`src/rtl/lcd_pkg.sv`:
```
// Shared definitions for the 8080-style LCD write-bus receiver: command
// opcodes, receiver state encoding and the power-up address window.
package lcd_pkg;

    localparam logic [7:0] CMD_CASET  = 8'h2A;
    localparam logic [7:0] CMD_PASET  = 8'h2B;
    localparam logic [7:0] CMD_RAMWR  = 8'h2C;
    localparam logic [7:0] CMD_RAMWRC = 8'h3C;

    typedef enum logic [2:0] {
        IDLE  = 3'd0,
        CASET = 3'd1,
        PASET = 3'd2,
        MEMWR = 3'd3,
        OTHER = 3'd4
    } lcd_state_e;

    // Default window after reset (240 x 320 panel).
    localparam int DEF_SC = 0;
    localparam int DEF_EC = 239;
    localparam int DEF_SP = 0;
    localparam int DEF_EP = 319;

    // State entered after a command byte.
    function automatic lcd_state_e cmd_next_state(input logic [7:0] cmd);
        lcd_state_e st;
        case (cmd)
            CMD_CASET:  st = CASET;
            CMD_PASET:  st = PASET;
            CMD_RAMWR:  st = MEMWR;
            CMD_RAMWRC: st = MEMWR;
            default:    st = OTHER;
        endcase
        return st;
    endfunction

endpackage

```
`src/rtl/lcd_bus_sync.sv`:
```
// Synchronizes the asynchronous LCD bus into i_clk and detects WR rising
// edges while chip select is active. Data and RS are taken from the same
// synchronizer stage as WR so the captured byte matches the edge.
module lcd_bus_sync #(
    parameter int SYNC_STAGES = 2
) (
    input  logic       i_clk,
    input  logic       i_reset,
    input  logic [7:0] i_bus_data,
    input  logic       i_bus_rs,
    input  logic       i_bus_wr,
    input  logic       i_bus_cs_n,
    output logic [7:0] o_byte,
    output logic       o_rs,
    output logic       o_wr_edge,
    output logic       o_cs_release
);

    logic [SYNC_STAGES-1:0][7:0] data_q;
    logic [SYNC_STAGES-1:0]      rs_q;
    logic [SYNC_STAGES-1:0]      wr_q;
    logic [SYNC_STAGES-1:0]      cs_n_q;
    logic                        wr_prev_q;
    logic                        cs_n_prev_q;

    // Shift every bus line through its synchronizer chain. WR and CS_n reset
    // to their idle-high level so leaving reset never looks like an edge.
    always_ff @(posedge i_clk or posedge i_reset) begin
        if (i_reset) begin
            data_q      <= '0;
            rs_q        <= '0;
            wr_q        <= '1;
            cs_n_q      <= '1;
            wr_prev_q   <= 1'b1;
            cs_n_prev_q <= 1'b1;
        end else begin
            data_q      <= {data_q[SYNC_STAGES-2:0], i_bus_data};
            rs_q        <= {rs_q[SYNC_STAGES-2:0], i_bus_rs};
            wr_q        <= {wr_q[SYNC_STAGES-2:0], i_bus_wr};
            cs_n_q      <= {cs_n_q[SYNC_STAGES-2:0], i_bus_cs_n};
            wr_prev_q   <= wr_q[SYNC_STAGES-1];
            cs_n_prev_q <= cs_n_q[SYNC_STAGES-1];
        end
    end

    assign o_byte       = data_q[SYNC_STAGES-1];
    assign o_rs         = rs_q[SYNC_STAGES-1];
    assign o_wr_edge    = wr_q[SYNC_STAGES-1] & ~wr_prev_q & ~cs_n_q[SYNC_STAGES-1];
    assign o_cs_release = cs_n_q[SYNC_STAGES-1] & ~cs_n_prev_q;

endmodule

```
`src/rtl/lcd_bus_receiver.sv`:
```
// Responder for the 8080-style LCD write bus. Decodes command / parameter
// bytes, tracks the CASET/PASET window and assembles memory-write byte pairs
// into RGB565 pixels tagged with their column/page coordinates.
//
// Output strobes (o_cmd_valid, o_param_valid, o_pixel_valid, o_frame_start)
// are single-cycle pulses with no back-pressure: the consumer must take the
// accompanying data in the cycle the strobe is high. The data outputs hold
// their value until the next strobe of the same kind. At most one of the
// three valid strobes is high in any cycle.
module lcd_bus_receiver
    import lcd_pkg::*;
#(
    parameter bit LOW_BYTE_FIRST = 1'b1,
    parameter int COORD_W        = 9,
    parameter int SYNC_STAGES    = 2
) (
    input  logic               i_clk,
    input  logic               i_reset,
    input  logic [7:0]         i_bus_data,
    input  logic               i_bus_rs,
    input  logic               i_bus_wr,
    input  logic               i_bus_cs_n,
    output logic               o_cmd_valid,
    output logic [7:0]         o_cmd,
    output logic               o_param_valid,
    output logic [7:0]         o_param,
    output logic               o_pixel_valid,
    output logic [15:0]        o_pixel_data,
    output logic [COORD_W-1:0] o_pixel_x,
    output logic [COORD_W-1:0] o_pixel_y,
    output logic               o_frame_start,
    output logic               o_busy,
    output logic [2:0]         o_dbg_state
);

    logic [7:0] bus_byte;
    logic       bus_rs;
    logic       wr_edge;
    logic       cs_release;

    lcd_bus_sync #(
        .SYNC_STAGES (SYNC_STAGES)
    ) u_sync (
        .i_clk        (i_clk),
        .i_reset      (i_reset),
        .i_bus_data   (i_bus_data),
        .i_bus_rs     (i_bus_rs),
        .i_bus_wr     (i_bus_wr),
        .i_bus_cs_n   (i_bus_cs_n),
        .o_byte       (bus_byte),
        .o_rs         (bus_rs),
        .o_wr_edge    (wr_edge),
        .o_cs_release (cs_release)
    );

    lcd_state_e         state_q, state_d;
    logic               phase_q, phase_d;
    logic [2:0]         pidx_q, pidx_d;
    logic [23:0]        pbuf_q, pbuf_d;
    logic [COORD_W-1:0] sc_q, sc_d, ec_q, ec_d;
    logic [COORD_W-1:0] sp_q, sp_d, ep_q, ep_d;
    logic [COORD_W-1:0] x_q, x_d, y_q, y_d;
    logic [7:0]         half_q, half_d;
    logic               arm_q, arm_d;

    logic               cmd_valid_q, cmd_valid_d;
    logic [7:0]         cmd_q, cmd_d;
    logic               param_valid_q, param_valid_d;
    logic [7:0]         param_q, param_d;
    logic               pix_valid_q, pix_valid_d;
    logic [15:0]        pix_data_q, pix_data_d;
    logic [COORD_W-1:0] pix_x_q, pix_x_d, pix_y_q, pix_y_d;
    logic               fs_q, fs_d;

    logic               row_end;
    logic [COORD_W-1:0] x_nxt, y_nxt;

    // Address the pixel after the current one inside the active window. An
    // inverted axis (end < start) pins that axis to its start value.
    always_comb begin
        row_end = (ec_q < sc_q) || (x_q == ec_q);
        x_nxt   = row_end ? sc_q : x_q + 1'b1;
        if (ep_q < sp_q) begin
            y_nxt = sp_q;
        end else if (row_end) begin
            y_nxt = (y_q == ep_q) ? sp_q : y_q + 1'b1;
        end else begin
            y_nxt = y_q;
        end
    end

    // Decode each synchronized write edge: commands, window parameters and pixels.
    always_comb begin
        state_d       = state_q;
        phase_d       = phase_q;
        pidx_d        = pidx_q;
        pbuf_d        = pbuf_q;
        sc_d          = sc_q;
        ec_d          = ec_q;
        sp_d          = sp_q;
        ep_d          = ep_q;
        x_d           = x_q;
        y_d           = y_q;
        half_d        = half_q;
        arm_d         = arm_q;
        cmd_valid_d   = 1'b0;
        cmd_d         = cmd_q;
        param_valid_d = 1'b0;
        param_d       = param_q;
        pix_valid_d   = 1'b0;
        pix_data_d    = pix_data_q;
        pix_x_d       = pix_x_q;
        pix_y_d       = pix_y_q;
        fs_d          = 1'b0;

        // Deselecting the panel abandons any half-received pixel.
        if (cs_release) begin
            phase_d = 1'b0;
        end

        if (wr_edge) begin
            if (!bus_rs) begin
                cmd_valid_d = 1'b1;
                cmd_d       = bus_byte;
                pidx_d      = 3'd0;
                phase_d     = 1'b0;
                state_d     = cmd_next_state(bus_byte);
                // Only a fresh memory write restarts the window and marks a frame.
                arm_d       = (bus_byte == CMD_RAMWR);
                if (bus_byte == CMD_RAMWR) begin
                    x_d = sc_q;
                    y_d = sp_q;
                end
            end else begin
                unique case (state_q)
                    CASET, PASET: begin
                        param_valid_d = 1'b1;
                        param_d       = bus_byte;
                        if (pidx_q != 3'd4) begin
                            pidx_d = pidx_q + 3'd1;
                        end
                        case (pidx_q)
                            3'd0: pbuf_d[23:16] = bus_byte;
                            3'd1: pbuf_d[15:8]  = bus_byte;
                            3'd2: pbuf_d[7:0]   = bus_byte;
                            3'd3: begin
                                // Both window registers change together on the last byte.
                                if (state_q == CASET) begin
                                    sc_d = COORD_W'({pbuf_q[23:16], pbuf_q[15:8]});
                                    ec_d = COORD_W'({pbuf_q[7:0], bus_byte});
                                end else begin
                                    sp_d = COORD_W'({pbuf_q[23:16], pbuf_q[15:8]});
                                    ep_d = COORD_W'({pbuf_q[7:0], bus_byte});
                                end
                            end
                            default: ;
                        endcase
                    end
                    MEMWR: begin
                        if (!phase_q) begin
                            half_d  = bus_byte;
                            phase_d = 1'b1;
                        end else begin
                            pix_valid_d = 1'b1;
                            pix_data_d  = LOW_BYTE_FIRST ? {bus_byte, half_q}
                                                         : {half_q, bus_byte};
                            pix_x_d     = x_q;
                            pix_y_d     = y_q;
                            fs_d        = arm_q;
                            arm_d       = 1'b0;
                            x_d         = x_nxt;
                            y_d         = y_nxt;
                            phase_d     = 1'b0;
                        end
                    end
                    default: begin
                        param_valid_d = 1'b1;
                        param_d       = bus_byte;
                    end
                endcase
            end
        end
    end

    // Register decoder state, window and all outputs.
    always_ff @(posedge i_clk or posedge i_reset) begin
        if (i_reset) begin
            state_q       <= IDLE;
            phase_q       <= 1'b0;
            pidx_q        <= 3'd0;
            pbuf_q        <= '0;
            sc_q          <= COORD_W'(DEF_SC);
            ec_q          <= COORD_W'(DEF_EC);
            sp_q          <= COORD_W'(DEF_SP);
            ep_q          <= COORD_W'(DEF_EP);
            x_q           <= '0;
            y_q           <= '0;
            half_q        <= '0;
            arm_q         <= 1'b0;
            cmd_valid_q   <= 1'b0;
            cmd_q         <= '0;
            param_valid_q <= 1'b0;
            param_q       <= '0;
            pix_valid_q   <= 1'b0;
            pix_data_q    <= '0;
            pix_x_q       <= '0;
            pix_y_q       <= '0;
            fs_q          <= 1'b0;
        end else begin
            state_q       <= state_d;
            phase_q       <= phase_d;
            pidx_q        <= pidx_d;
            pbuf_q        <= pbuf_d;
            sc_q          <= sc_d;
            ec_q          <= ec_d;
            sp_q          <= sp_d;
            ep_q          <= ep_d;
            x_q           <= x_d;
            y_q           <= y_d;
            half_q        <= half_d;
            arm_q         <= arm_d;
            cmd_valid_q   <= cmd_valid_d;
            cmd_q         <= cmd_d;
            param_valid_q <= param_valid_d;
            param_q       <= param_d;
            pix_valid_q   <= pix_valid_d;
            pix_data_q    <= pix_data_d;
            pix_x_q       <= pix_x_d;
            pix_y_q       <= pix_y_d;
            fs_q          <= fs_d;
        end
    end

    assign o_cmd_valid   = cmd_valid_q;
    assign o_cmd         = cmd_q;
    assign o_param_valid = param_valid_q;
    assign o_param       = param_q;
    assign o_pixel_valid = pix_valid_q;
    assign o_pixel_data  = pix_data_q;
    assign o_pixel_x     = pix_x_q;
    assign o_pixel_y     = pix_y_q;
    assign o_frame_start = fs_q;
    assign o_busy        = (state_q == MEMWR);
    assign o_dbg_state   = state_q;

endmodule

```
`config.mk`:
```
export PLATFORM = sky130hd
export DESIGN_NAME = lcd_bus_receiver
export DESIGN_NICKNAME = d
export VERILOG_FILES = /design/src/rtl/lcd_pkg.sv /design/src/rtl/lcd_bus_sync.sv /design/src/rtl/lcd_bus_receiver.sv
export SDC_FILE = /design/constraint.sdc
export NUM_CORES = 1
export LEC_CHECK = 0
export ABC_AREA = 1
export ABC_CLOCK_PERIOD_IN_PS = 8750
export CORE_MARGIN = 10
export CORE_UTILIZATION = 30
export CTS_CLUSTER_SIZE = 25
export DETAILED_ROUTE_END_ITERATION = 8
export PLACE_DENSITY = 0.5
export SETUP_SLACK_MARGIN = 0.2
export SYNTH_ARGS = -nofsm -noshare
export SYNTH_HDL_FRONTEND = slang
export SYNTH_HIERARCHICAL = 1
export SYNTH_SLANG_ARGS = --single-unit
```
`constraint.sdc`:
```
create_clock -name i_clk -period 8.75 [get_ports i_clk]
set_input_delay 0.875 -clock i_clk [delete_from_list [all_inputs] [get_ports i_clk]]
set_output_delay 0.875 -clock i_clk [all_outputs]
set_load 0.01 [all_outputs]
```
==> impl_metrics.env, run 1 <==
export IMPL_reg2reg_depth=9
export IMPL_met1_usage=0.1546
export IMPL_fin_nets=874
export IMPL_syn_to_final_growth_pct=21.06
export IMPL_grt_start_max_net_pins=79
export IMPL_io_pin_count=71
export IMPL_final_cell_mix="nand2_1, dfrtp_1, o21ai_0, inv_1, clkdlybuf4s50_1"
export IMPL_numCtsBuffers=17
export IMPL_clock_path_buffers=2
export IMPL_syn_num_nets=816
export IMPL_hold_viol_final=0
export IMPL_min_to="u_sync/o_byte[2]"
export IMPL_syn_area_sq_um=7089
export IMPL_final_antenna_net_count=0
export IMPL_clkSinkCount=158
export IMPL_synth_area_per_cell_sq_um=9.089
export IMPL_tightest_slew_ns=0.9893
export IMPL_endpoint_kind="primary output"
export IMPL_synth_distinct_cells=36
export IMPL_path_class="reg -> out"
export IMPL_grt_pass1_wl_um=27740
export IMPL_timing_rr_end="y_q[1]"
export IMPL_tritoncts="yes"
export IMPL_htree_levels=4
export IMPL_hold_start="u_sync/data_q[2]"
export IMPL_clock_root_buffer="clkbuf_16"
export IMPL_fillers=2360
export IMPL_cts_hold_buffers_added=0
export IMPL_port_buffers=70
export IMPL_fin_ws_ns=6.197
export IMPL_dieArea_sq_um=30180
export IMPL_grt_util_met2=0.1737
export IMPL_core_sq_um=23330
export IMPL_post_cts_setup_buffers=0
export IMPL_gp_congestion=0.8362
export IMPL_cp_num_buf_inv=3
export IMPL_hold_ws_ns=0.3485
export IMPL_path_cells="inv_1, nand3_2, inv_2, clkdlybuf4s50_1"
export IMPL_die_h_um=173.7
export IMPL_grt_ovfl_total=0
export IMPL_critPathTopFamily="buffers and inverters"
export IMPL_cp_slowest_stage_delay_ns=0.57
export IMPL_worst_r2r_setup_slack_ns=6.53
export IMPL_cp_startpoint="o_dbg_state[2]"
export IMPL_cp_max_fo=4
export IMPL_max_cap_violations=0
export IMPL_grt_usage=0.1154
export IMPL_p_leak_uw=0.003951
export IMPL_drc=0
export IMPL_max_freq_mhz=391.7
export IMPL_irDropWorstVdd_uv=119.4
export IMPL_setup_tns_ns=0
export IMPL_grt_busiest_layer="met2"
export IMPL_status="finished, final reports clean"
export IMPL_grt_setup_unrepaired="no"
export IMPL_clk_latency_ns=0.43
export IMPL_drt_vias_per_instance=4.330
export IMPL_use_met3=0.03986
export IMPL_post_cts_resized=0
export IMPL_finalCriticalPeriod_ns=2.553
export IMPL_std_cell_rows=56
export IMPL_die_w_um=173.7
export IMPL_hold_path_class="reg -> reg"
export IMPL_vias=5066
export IMPL_grt_pass1_vias=4933
export IMPL_drt_wl_total_um=17190
export IMPL_synth_seq_cells=158
export IMPL_antenna_found_initial=0
export IMPL_netlist_instances=780
export IMPL_cellPowerDensity_nw_per_um2=188.5
export IMPL_start_util=0.3038
export IMPL_critPathLaunchType="register"
export IMPL_layout_commonest_cell="nand2_1"
export IMPL_slew_viol_final=0
export IMPL_diodes=0
export IMPL_critPathArrivalTime_ns=1.68
export IMPL_clk_pin_slew_ns=0.07
export IMPL_wl_per_cell_um=14.69
export IMPL_skew_ns=0.01132
export IMPL_place_ws_ns=5.993
export IMPL_worst_path_max_delay_cell="clkdlybuf4s50_1"
export IMPL_finalCritPeriodShare=0.2918
export IMPL_cp_required_ns=7.88
export IMPL_maxSlewHeadroom=0.3388
export IMPL_ys_seq_area_frac=0.5612
export IMPL_dp_final_hpwl_um=11900
export IMPL_final_layout_size_suffix_gt1_frac=0.1022
export IMPL_r2r_start="ep_q[8]"
export IMPL_drt_iter0_markers=234
export IMPL_ys_warn_count=6
export IMPL_hold_depth=0
export IMPL_setup_viol=0
export IMPL_firstDrtPassIters=4
-- per-stage QoR --
step	area, sq um	power (uW)	instances	utilization
finish	8582	1618	1170	0.3678
global placement	8021	923.4	1138	0.3438
global route	8582	1688	1170	0.3678
floorplan	7089	858.3	780	-
CTS	8582	1641	1170	0.3678
detailed placement	8021	923.1	1138	0.3438
-- power by group --
| group | switching [uW] | total (uW) | internal [uW] |
|---|---|---|---|
| sequential | 20.1 | 783 | 763 |
| clock | 310 | 712 | 402 |
| combinational | 71.1 | 122 | 51.4 |
| total | 401 | 1620 | 1220 |
-- cells in the mapped netlist, drive strengths merged --
master	number	area, sq um
ha	23	287.8
xnor2	10	87.58
o22ai	2	12.51
a31oi	1	6.260
o31ai	1	7.510
nand2	245	929.6
inv	83	314.0
nand4	21	137.6
nor3	5	46.30
dfstp	20	525.5
a21o	2	15.01
or2	1	6.260
nor2	32	137.6
dfrtp	138	3453
o21ai	108	548.0
xor2	15	131.4
a21oi	7	35.03
buf	22	153.9
clkbuf	12	46.29
nand3	32	207.7
-- how the worst max path moves through the flow --
stage	endpoint	slack, ns	cells past startpoint
2_1_floorplan	arm_q	4.32	1
3_3_place_gp	x_q[6]	5.97	3
3_5_place_dp	x_q[6]	5.99	3
4_1_cts	o_busy	6.17	4
5_1_grt	o_busy	6.12	4
6_report	o_busy	6.20	4
-- flip-flops by register name, summed over array words and instances (netlist names), 3 cells and up --
register / count
ec_q: 9
pidx_q: 3
o_pixel_y: 9
o_dbg_state: 3
y_q: 9
u_sync/data_q: 8
o_pixel_data: 16
u_sync/o_byte: 8
pbuf_q: 10
ep_q: 9
o_cmd: 8
half_q: 8
x_q: 9
o_pixel_x: 9
o_param: 8
sp_q: 9
sc_q: 9
-- final cells by class --
type | count | area (sq um) | area share
clock buffers | 20 | 446.7 | 0.05205
flip-flops and latches | 158 | 3979 | 0.4636
inverters | 83 | 319.1 | 0.03718
clock inverters | 12 | 113.9 | 0.01327
multi-input cells | 505 | 2601 | 0.3031
repair buffers | 73 | 723.2 | 0.08427
well taps | 319 | 399.1 | 0.04651
-- layer usage --
layer	part of all wire	vias to the layer above
met1	0.49	2369
met4	0.010	0
met3	0.054	13
met2	0.44	81
li1	-	2603
met5	0	-
-- cells by family after synthesis --
logic type,share of synthesized area
buffers and inverters,0.07254
and+or+nand+nor,0.2067
xor gates and xnor gates,0.03089
AOI/OAI and AO/OA,0.08807
DFF,0.5612
adders and majority gates,0.04059
(Power assumes the default switching activity.)
==> run 2: changes to the inputs <==
Settings changed: ABC_CLOCK_PERIOD_IN_PS 8750 to 2200, PLACE_DENSITY 0.5 to 0.52.
Clock period 8.75 ns to 2.2 ns, I/O delays scaled along.
==> run 2 against run 1 <==
Net effect: design area grew 3.1%; clock-buffer cell count unchanged; wire length is 0.34% higher; critical path depth increased by 6; flip-flop and latch count unchanged; worst hold slack lost 0.19 ns; clock skew fell by 0.0014 ns; sequential share of layout area down 1.4 points; total power increased to 4.1 times the previous value; register-to-register slack lost 6.2 ns; largest cell class unchanged.
==> impl_metrics.env, run 2 (synthesis results as in run 1) <==
export IMPL_use_met3=0.03790
export IMPL_critPathLaunchType="register"
export IMPL_skew_ns=0.009933
export IMPL_dp_final_hpwl_um=11950
export IMPL_diodes=0
export IMPL_htree_levels=4
export IMPL_finalCriticalPeriod_ns=1.901
export IMPL_grt_start_max_net_pins=87
export IMPL_slew_viol_final=0
export IMPL_drc=0
export IMPL_tightest_slew_ns=0.6254
export IMPL_io_pin_count=71
export IMPL_syn_to_final_growth_pct=24.87
export IMPL_finalCritPeriodShare=0.8643
export IMPL_gp_congestion=0.8466
export IMPL_final_antenna_net_count=0
export IMPL_dieArea_sq_um=30180
export IMPL_p_leak_uw=0.004103
export IMPL_grt_busiest_layer="met2"
export IMPL_met1_usage=0.1563
export IMPL_port_buffers=70
export IMPL_cellPowerDensity_nw_per_um2=756.2
export IMPL_clk_pin_slew_ns=0.06
export IMPL_utilization=0.3794
export IMPL_clk_latency_ns=0.43
export IMPL_grt_ovfl_total=0
export IMPL_hold_ws_ns=0.1579
export IMPL_setup_tns_ns=0
export IMPL_final_layout_size_suffix_gt1_frac=0.1313
export IMPL_grt_setup_unrepaired="yes"
export IMPL_critPathArrivalTime_ns=2.22
export IMPL_grt_util_met2=0.1758
export IMPL_irDropWorstVdd_uv=474.7
export IMPL_vias=5150
export IMPL_antenna_found_initial=0
export IMPL_max_freq_mhz=525.9
export IMPL_die_h_um=173.7
export IMPL_cp_startpoint="ep_q[8]"
export IMPL_cp_max_fo=8
export IMPL_grt_pass1_wl_um=28020
export IMPL_drt_iter0_markers=359
export IMPL_core_sq_um=23330
export IMPL_clock_root_buffer="clkbuf_16"
export IMPL_crit_end="y_q[2]"
export IMPL_firstDrtPassIters=5
export IMPL_largest_reg_flops=16
export IMPL_drt_vias_per_instance=4.310
export IMPL_setup_viol=0
export IMPL_placed_cells=1152
export IMPL_clkSinkCount=158
export IMPL_status="finished, final reports clean"
export IMPL_grt_pass1_vias=5086
export IMPL_die_w_um=173.7
export IMPL_timing_rr_end="y_q[2]"
export IMPL_r2r_start="ep_q[8]"
export IMPL_hold_path_class="in -> async"
export IMPL_clock_path_buffers=2
export IMPL_start_util=0.3038
export IMPL_fin_nets=899
export IMPL_layout_commonest_cell="nand2_1"
export IMPL_hold_viol_final=0
export IMPL_numCtsBuffers=17
export IMPL_cp_required_ns=2.52
export IMPL_finalNonFillerCells=1195
export IMPL_path_class="reg -> reg"
export IMPL_drt_wl_total_um=17250
export IMPL_std_cell_rows=56
export IMPL_endpoint_kind="register"
export IMPL_tritoncts="yes"
export IMPL_worst_r2r_setup_slack_ns=0.30
export IMPL_reg2reg_depth=10
export IMPL_max_cap_violations=0
export IMPL_wl_per_cell_um=14.43
export IMPL_maxSlewHeadroom=0.5831
export IMPL_final_cell_mix="nand2_1, dfrtp_1, o21ai_0, inv_1, clkdlybuf4s50_1"
export IMPL_grt_usage=0.1170
## run 2: cell count changes in the layout (fill, tap and decap cells not counted), moves of 2 or more
| cell | delta |
|---|---|
| buf_4 | +22 |
| clkbuf_1 | -2 |
| clkbuf_8 | +2 |
| clkinv_2 | -3 |
| clkinv_4 | -2 |
| clkinvlp_4 | +3 |
| inv_8 | +2 |
## run 2: how the worst min path moves through the flow
stage	startpoint	end	slack, ns	cells after the start
finish	i_reset	u_sync/data_q[4]	0.16	2
global route	i_bus_cs_n	u_sync/cs_n_q[0]	0.18	1
CTS	i_reset	u_sync/data_q[4]	0.15	2
detailed placement	u_sync/data_q[2]	u_sync/o_byte[2]	0.34	0
global placement	u_sync/data_q[5]	u_sync/o_byte[5]	0.33	0
floorplan	i_bus_cs_n	u_sync/cs_n_q[0]	0.22	0
## run 2: critical path, stage by stage (launching register included)
cell and delay [ns]:
dfstp_2 0.56, ha_1 0.24, a21o_1 0.18, nor2_1 0.09, nand3_1 0.10, buf_6 0.15
nand4_4 0.11, nand2_4 0.08, buf_4 0.15, nand2_1 0.08, o21ai_2 0.06
## run 2: repair_timing
action,4_1_cts,5_1_grt
gates resized for setup,0,4
hold buffers,0,0
setup buffers,0,10
endpoints found under the setup margin,0,8
## run 2: where the power goes
part           switching, uW  total [uW]  internal (uW)
Clock                   1280        3070           1790
Combinational            285         501            216
Sequential              83.8        3120           3030
Total                   1650        6690           5040
## run 2: area by class of cell
cell class / count / area, sq um
Multi-Input combinational cell: 506 / 2619
Clock buffer: 20 / 466.7
Clock inverter: 12 / 148.9
Sequential cell: 158 / 3979
Fill cell: 2360 / 14480
Inverter: 83 / 317.8
Tap cell: 319 / 399.1
Timing Repair Buffer: 97 / 922.1
## run 2: through the flow
| stage | cell area (sq um) | total power [uW] | setup WS, ns |
|---|---|---|---|
| 6_report | 8852 | 6694 | 0.2985 |
| 5_1_grt | 8852 | 6984 | 0.1888 |
| 4_1_cts | 8753 | 6785 | 0.2607 |
| 3_5_place_dp | 8138 | 3685 | 0.3397 |
| 3_3_place_gp | 8138 | 3685 | 0.3635 |
| 2_1_floorplan | 7093 | 3414 | 0.3263 |
## run 2: metal layers
layer | part of all wire | wire length (um) | vias to the layer above
li1 | - | - | 2654
met1 | 0.49 | 8494 | 2376
met2 | 0.44 | 7667 | 103
met3 | 0.049 | 839 | 17
met4 | 0.014 | 243 | 0
met5 | 0 | 0 | -
==> edit, RTL diff (flow settings as in run 2) <==
The parameter `COORD_W` goes from 9 to 13.
--- a/src/rtl/lcd_bus_receiver.sv
+++ b/src/rtl/lcd_bus_receiver.sv
@@ -13,3 +13,3 @@
     parameter bit LOW_BYTE_FIRST = 1'b1,
-    parameter int COORD_W        = 9,
+    parameter int COORD_W        = 13,
     parameter int SYNC_STAGES    = 2
Interface: changed (resized o_pixel_x and o_pixel_y); port bits go from 71 to 79. No check against the original RTL was run, so the function may have changed too.
==> edit against run 2 <==
  * Sequential cell count up 40
  * Cell count rose by 36%
  * Clock power rose by 5%
  * Sequential share of layout area fell by 2.0 points
  * Power rose by 17%
  * Cell area increased by 31%
  * Setup slack got worse by 0.068 ns
  * Combinational power rose by 34%
  * Wire length rose by 48%
  * Die area grew 28%
  * Clock skew increased by 0.0048 ns
  * Area after synthesis rose by 32%
==> edit: results (changes against run 2) <==
| Metric | Value |
|---|---|
| Outcome | finished, final reports clean |
| Slew margin rel. | 58.6% (+0.32 points) |
| WL met1 | 12.6 mm (+49%) |
| Total power | 7.86 mW (+17%) |
| Commonest cells in the netlist | nand2_1, dfrtp_1, inv_1 |
| GR Util met2 | 19.4% (+1.8 points) |
| Max stage delay cell, worst path | dfrtp_1 |
| First-pass GRT wire length | 39.9 mm (+42%) |
| Dpl cell area | 0.0106 mm² (+30%) |
| Min Tclk post-route | 1.97 ns (+0.0678 ns) |
| Worst r2r dst | y_q[0] |
| Share of cells above drive strength 1 | 14.1% (+0.92 points) |
| WL met2 | 11.2 mm (+46%) |
| Vias in the first global route | 6876 (+35%) |
| Post-layout util | 37.7% (-0.21 points) |
| Placed Instances | 1564 (+36%) |
| Largest net degree at the start of global routing | 76 (-13%) |
| Peak supply drop | 497 µV (+4.7%) |
| Crit Reg-Reg Startpoint | ec_q[11] |
| Vias | 7256 (+41%) |
| GR Util met3 | 3.29% (-0.50 points) |
| Filler Cell Count | 3169 (+34%) |
| CP delay by family, top | simple AND/OR/NAND/NOR gates |
| Max reg flops | 18 (+2) |
| Mapped Nets | 1157 (+42%) |
| Clock slew at reported path FFs | 0.08 ns (+0.02 ns) |
-- edit: cell count changes in the layout (fill, tap and decap cells not counted), sizes merged, moves of 3 or more --
cell           before  now
clkinvlp            4    1
nor3                5   11
buf                27   44
nor4                0    3
nor2               32   46
dfrtp             138  178
nand2             246  410
clkdlybuf4s50      69   77
inv                87  141
or2                 1    4
ha                 23   31
o21ai             108  141
a21oi               7   10
clkinv              2    8
-- edit: cell type report --
type                    count  share of cell area, %
repair buffers            123                   10.4
clock inverters            14                   1.53
well taps                 396                   4.27
inverters                 136                   4.45
multi-input cells         735                   32.7
clock buffers              18                   3.79
flip-flops and latches    198                   42.9
-- edit: cells by family after synthesis --
kind of cell / share of synthesized area, %
DFF: 53.1
and+or+nand+nor: 23.6
buffers and inverters: 8.54
adders and majority gates: 4.14
xor gates and xnor gates: 2.15
AOI/OAI and AO/OA: 8.49
